$ cat src/rtl/fetch_unit.sv
// rtl/fetch_unit.sv - instruction fetch stage: one outstanding request, redirect flush, misaligned-PC trap
// Feeds a registered if_id slot that holds while decode stalls.
module fetch_unit #(
  parameter logic [63:0] RESET_PC = 64'h0000_0000_8000_0000
) (
  input  logic        clk,
  input  logic        reset,
  output logic        ireq_valid_o,
  output logic [63:0] ireq_addr_o,
  input  logic        iresp_data_ok_i,
  input  logic [31:0] iresp_data_i,
  input  logic        stall_i,
  input  logic        redirect_valid_i,
  input  logic [63:0] redirect_pc_i,
  output logic        if_id_valid_o,
  output logic [31:0] if_id_inst_o,
  output logic [63:0] if_id_inst_pc_o,
  output logic [63:0] if_id_inst_counter_o,
  output logic        if_id_trap_valid_o,
  output logic [63:0] if_id_trap_code_o,
  output logic        if_id_is_exception_o
);

  typedef enum logic [1:0] {IDLE, BUSY, FLUSH, HALT} state_e;

  state_e      state_q;
  logic [63:0] pc_q;
  logic [63:0] req_addr_q;
  logic [63:0] count_q;
  logic        out_valid_q;
  logic [31:0] out_inst_q;
  logic [63:0] out_pc_q;
  logic [63:0] out_count_q;
  logic        out_trap_valid_q;
  logic [63:0] out_trap_code_q;
  logic        out_is_exc_q;
  logic        slot_free_d;

  assign slot_free_d = !out_valid_q || !stall_i;

  always_ff @(posedge clk) begin
    if (reset) begin
      state_q          <= IDLE;
      pc_q             <= RESET_PC;
      req_addr_q       <= 64'd0;
      count_q          <= 64'd0;
      out_valid_q      <= 1'b0;
      out_inst_q       <= 32'd0;
      out_pc_q         <= 64'd0;
      out_count_q      <= 64'd0;
      out_trap_valid_q <= 1'b0;
      out_trap_code_q  <= 64'd0;
      out_is_exc_q     <= 1'b0;
    end else if (redirect_valid_i) begin
      // Redirect beats stall and data_ok; a response landing this cycle is dropped.
      pc_q        <= redirect_pc_i;
      out_valid_q <= 1'b0;
      case (state_q)
        BUSY, FLUSH: state_q <= iresp_data_ok_i ? IDLE : FLUSH;
        default:     state_q <= IDLE;
      endcase
    end else begin
      if (!stall_i) out_valid_q <= 1'b0;
      case (state_q)
        IDLE: begin
          if (slot_free_d) begin
            if (pc_q[1:0] == 2'b00) begin
              req_addr_q <= pc_q;
              state_q    <= BUSY;
            end else begin
              out_valid_q      <= 1'b1;
              out_inst_q       <= 32'd0;
              out_pc_q         <= pc_q;
              out_count_q      <= count_q;
              out_trap_valid_q <= 1'b1;
              out_trap_code_q  <= 64'd0;
              out_is_exc_q     <= 1'b1;
              count_q          <= count_q + 64'd1;
              state_q          <= HALT;
            end
          end
        end
        BUSY: begin
          if (iresp_data_ok_i) begin
            out_valid_q      <= 1'b1;
            out_inst_q       <= iresp_data_i;
            out_pc_q         <= req_addr_q;
            out_count_q      <= count_q;
            out_trap_valid_q <= 1'b0;
            out_trap_code_q  <= 64'd0;
            out_is_exc_q     <= 1'b0;
            count_q          <= count_q + 64'd1;
            pc_q             <= req_addr_q + 64'd4;
            state_q          <= IDLE;
          end
        end
        FLUSH: begin
          if (iresp_data_ok_i) state_q <= IDLE;
        end
        default: state_q <= HALT;
      endcase
    end
  end

  assign ireq_valid_o         = (state_q == BUSY) || (state_q == FLUSH);
  assign ireq_addr_o          = req_addr_q;
  assign if_id_valid_o        = out_valid_q;
  assign if_id_inst_o         = out_inst_q;
  assign if_id_inst_pc_o      = out_pc_q;
  assign if_id_inst_counter_o = out_count_q;
  assign if_id_trap_valid_o   = out_trap_valid_q;
  assign if_id_trap_code_o    = out_trap_code_q;
  assign if_id_is_exception_o = out_is_exc_q;

endmodule

$ cat config.mk
export PLATFORM = sky130hd
export DESIGN_NAME = fetch_unit
export DESIGN_NICKNAME = d
export VERILOG_FILES = /design/src/rtl/fetch_unit.sv
export SDC_FILE = /design/constraint.sdc
export NUM_CORES = 1
export LEC_CHECK = 0
export ABC_AREA = 1
export CORE_ASPECT_RATIO = 1.1
export CORE_UTILIZATION = 51
export DETAILED_ROUTE_END_ITERATION = 8
export PLACE_DENSITY = 0.81
export SETUP_SLACK_MARGIN = 0.2
export SLEW_MARGIN = 20
export SYNTH_ARGS = -nofsm -noshare
export SYNTH_HDL_FRONTEND = slang
export SYNTH_SLANG_ARGS = --single-unit
export TNS_END_PERCENT = 20
$ cat constraint.sdc
create_clock -name clk -period 2.22 [get_ports clk]
set_clock_uncertainty 0.1 [all_clocks]
set_input_delay 0.444 -clock clk [delete_from_list [all_inputs] [get_ports clk]]
set_output_delay 0.444 -clock clk [all_outputs]
set_load 0.01 [all_outputs]
==> reports/metrics.csv <==
metric;value;unit
p_seq_share;40.8;%
ys_types;41;
hp-class;in -> reg;
setup_violations;0;
cts_sinks;356;
dp_hpwl;47150;µm
synth_seq_cells;356;
yosysSeqAreaShare;41.61;%
synth.avg_cell_area;6.724;µm²
cp_slowest_cell;clkdlybuf4s50_1;
async_flop_share;0;%
placementRows;70;
syn_area;17130;µm²
pre_cts_ws;-0.5732;ns
synth_compound_area_share;19.33;%
drt_pass1_iterations;5;
yosysMostFrequentCell;nand2_1;
drv_slew;0;
rsz0062_at_grt;true;
power_switching;0.005394;W
synth_edf_count;0;
worst_pin_slew;0.6669;ns
intPower;0.01295;W
p_clk_share;37.4;%
maxCapViolCount;0;
place.gp.congestion;0.9964;
synthCells;2547;
postCtsHoldBufs;0;
io_pins;393;
yosys_warnings;0;
ys.flop_type;dfxtp_1;
wl_per_cell;18.76;µm
p_comb_share;21.8;%
grt_pass1_vias;18147;
min_period;2.166;ns
clkTransAtPathRegs;0.06;ns
cts_tree;yes;
p_sw_share;29.40;%
grt_pass1_wl;98920;µm
fillers;2712;
drtIter0Drc;1646;
die_area;34320;µm²
crit_arrival;1.62;ns
endpoint_kind;output pin;
routed_wl;64330;µm
crit_buf_inv;2;
crit_type;reg -> out;
max-vdd-ir-drop;0.7308;mV
power.total;0.01835;W
die_y;194.2;µm
grt_overflow;0;
synth_common_cells;nand2_1 (556), nor2_1 (401), dfxtp_1 (356);
synth_top_family_by_area;simple AND/OR/NAND/NOR gates;
setup_slack;0.05437;ns
yosys.area_share.adder;0.2922;%
clk_path_buf_depth;3;
initial_core_util;51.59;%
crit_chain;buf_4 -> clkdlybuf4s50_1;
timing.final.crit_share;97.55;%
clk_latency;0.55;ns
synth.mux.area_fraction;0;%
drive_gt1_share;12.98;%
antenna-diode-count;0;
cp-start-kind;register;
cts_max_level;2;
cts_root_buf;clkbuf_16;
hold_violations;0;
drtAntennaViolNets;0;
clock.fmax;0.4618;GHz
post-route-drc-count;0;
numCtsBuffers;39;
synthSimpleGateAreaFrac;26.65;%
relSlewSlack;55.54;%
status;complete, no violations;
grt_use_total;36.61;%
layout-area-overhead-vs-synth;38.00;%
power.density;776.3;nW/µm²
portBuffers;328;
crit_family;buffers and inverters;
grt_max_degree;126;
dieWidth;176.7;µm
power.leakage;9.571;nW
synth_area_leaders;dfxtp_1 (42%), nand2_1 (12%), nor2_1 (8.8%);
antenna_found_initial;0;
final_nets;3073;
required;1.68;ns
synth_top_area_share;41.61;%
via_count;19015;
synth_top_area_cell;dfxtp_1;
path_max_fanout;4;
vias_per_cell;5.545;
synthXorXnorAreaFrac;1.483;%
core_area;33190;µm²
slowest_delay;0.54;ns
[stage by stage]
| stage | utilization (%) | std cells | hold WS [ns] | setup TNS, ns | instance area (µm²) |
|---|---|---|---|---|---|
| 4_1_cts | 70.13 | 3424 | 0.2586 | 0 | 23280 |
| 2_1_floorplan | - | 2610 | 0.3448 | 0 | 17360 |
| 3_5_place_dp | 65.13 | 3347 | 0.3648 | -72.64 | 21620 |
| 6_report | 71.20 | 3429 | 0.2689 | 0 | 23630 |
| 5_1_grt | 71.20 | 3429 | 0.3212 | 0 | 23630 |
| 3_3_place_gp | 65.13 | 3347 | 0.3547 | -60.83 | 21620 |
[power by group through the flow]
stage / clock (W) / combinational (W) / sequential (W)
after floorplan: 0 / 0.00157 / 0.00775
final: 0.00686 / 0.00400 / 0.00749
after CTS: 0.00691 / 0.00394 / 0.00745
after global routing: 0.00715 / 0.00431 / 0.00754
after global placement: 0 / 0.00373 / 0.00756
after detailed placement: 0 / 0.00380 / 0.00756
[tightest hold or removal path: stages]
cell and delay (ns):
buf_4 0.12, inv_4 0.16, nand2_1 0.11, nor2_1 0.04
[sequential cells by signal (all words and copies together), names as in the netlist]
signal and count:
if_id_inst_counter_o 64, if_id_inst_o 32, if_id_inst_pc_o 64, if_id_valid_o 1, count_q 64, ireq_addr_o 64, if_id_is_exception_o 1, pc_q 64
state_q 2
[layout make-up]
cell class              count  area, µm²  share of cell area, %
well taps                 432      540.5                  2.287
multi-input cells        1847       8782                  37.16
clock inverters            16      212.7                 0.9000
flip-flops and latches    356       7201                  30.47
clock buffers              54       1135                  4.802
repair buffers            509       4946                  20.93
inverters                 215      817.0                  3.457
[logic make-up after synthesis]
logic type	after synthesis
DFF	356
xor gates and xnor gates	29
AOI/OAI and AO/OA	619
other	1
and+or+nand+nor	1131
buffers and inverters	407
adders and majority gates	4
[cell usage in the layout (no fill, tap or decap), drive strengths merged]
cell type	netlist	routed
a211oi	2	2
a21o	1	1
a21oi	224	224
a221oi	1	1
a22o	1	1
a22oi	32	32
a31oi	61	61
and2	2	2
buf	106	182
bufinv	0	4
clkbuf	86	55
clkdlybuf4s15	0	1
clkdlybuf4s50	0	286
clkinv	1	8
clkinvlp	0	3
conb	1	64
dfxtp	356	356
dlygate4sd2	0	11
dlymetal6s2s	0	28
ha	4	4
inv	214	216
nand2	556	556
nand3	105	105
nand3b	6	6
nand4	20	20
nor2	410	410
nor3	18	18
nor3b	3	3
nor4	2	2
o211ai	1	1
o21a	2	2
o21ai	281	281
o21bai	12	12
o221ai	1	1
or2	9	9
xnor2	10	10
xor2	19	19
[final timing paths]
| check | start | end | slack, ns | depth (start not counted) |
|---|---|---|---|---|
| worst min-delay path | reset | ireq_addr_o[0]$_SDFFE_PP0P_ | 0.27 | 4 |
| worst max-delay path | ireq_addr_o[29]$_SDFFE_PP0P_ | ireq_addr_o[29] | 0.05 | 2 |
| worst max register to register | ireq_addr_o[2]$_SDFFE_PP0P_ | pc_q[56]$_SDFFE_PP0P_ | 0.17 | 13 |
| worst min register to register | pc_q[61]$_SDFFE_PP0P_ | ireq_addr_o[61]$_SDFFE_PP0P_ | 0.37 | 2 |
[what timing repair did]
item | in CTS | in global routing
resized for setup | 85 | 128
setup endpoints to repair | 373 | 374
pin swaps | 9 | 21
gates cloned | 1 | 0
setup buffers | 6 | 5
[metal layers]
layer	vias up	part of all wire [%]	global-route usage, %	wire length [µm]
met5	-	0	0	0
met4	0	5.8	18.81	3730
met3	212	7.5	6.314	4811
met2	929	49	63.11	31610
met1	8861	38	43.21	24180
li1	9013	-	-	-
Note: power is estimated with default switching activity, not from simulation.
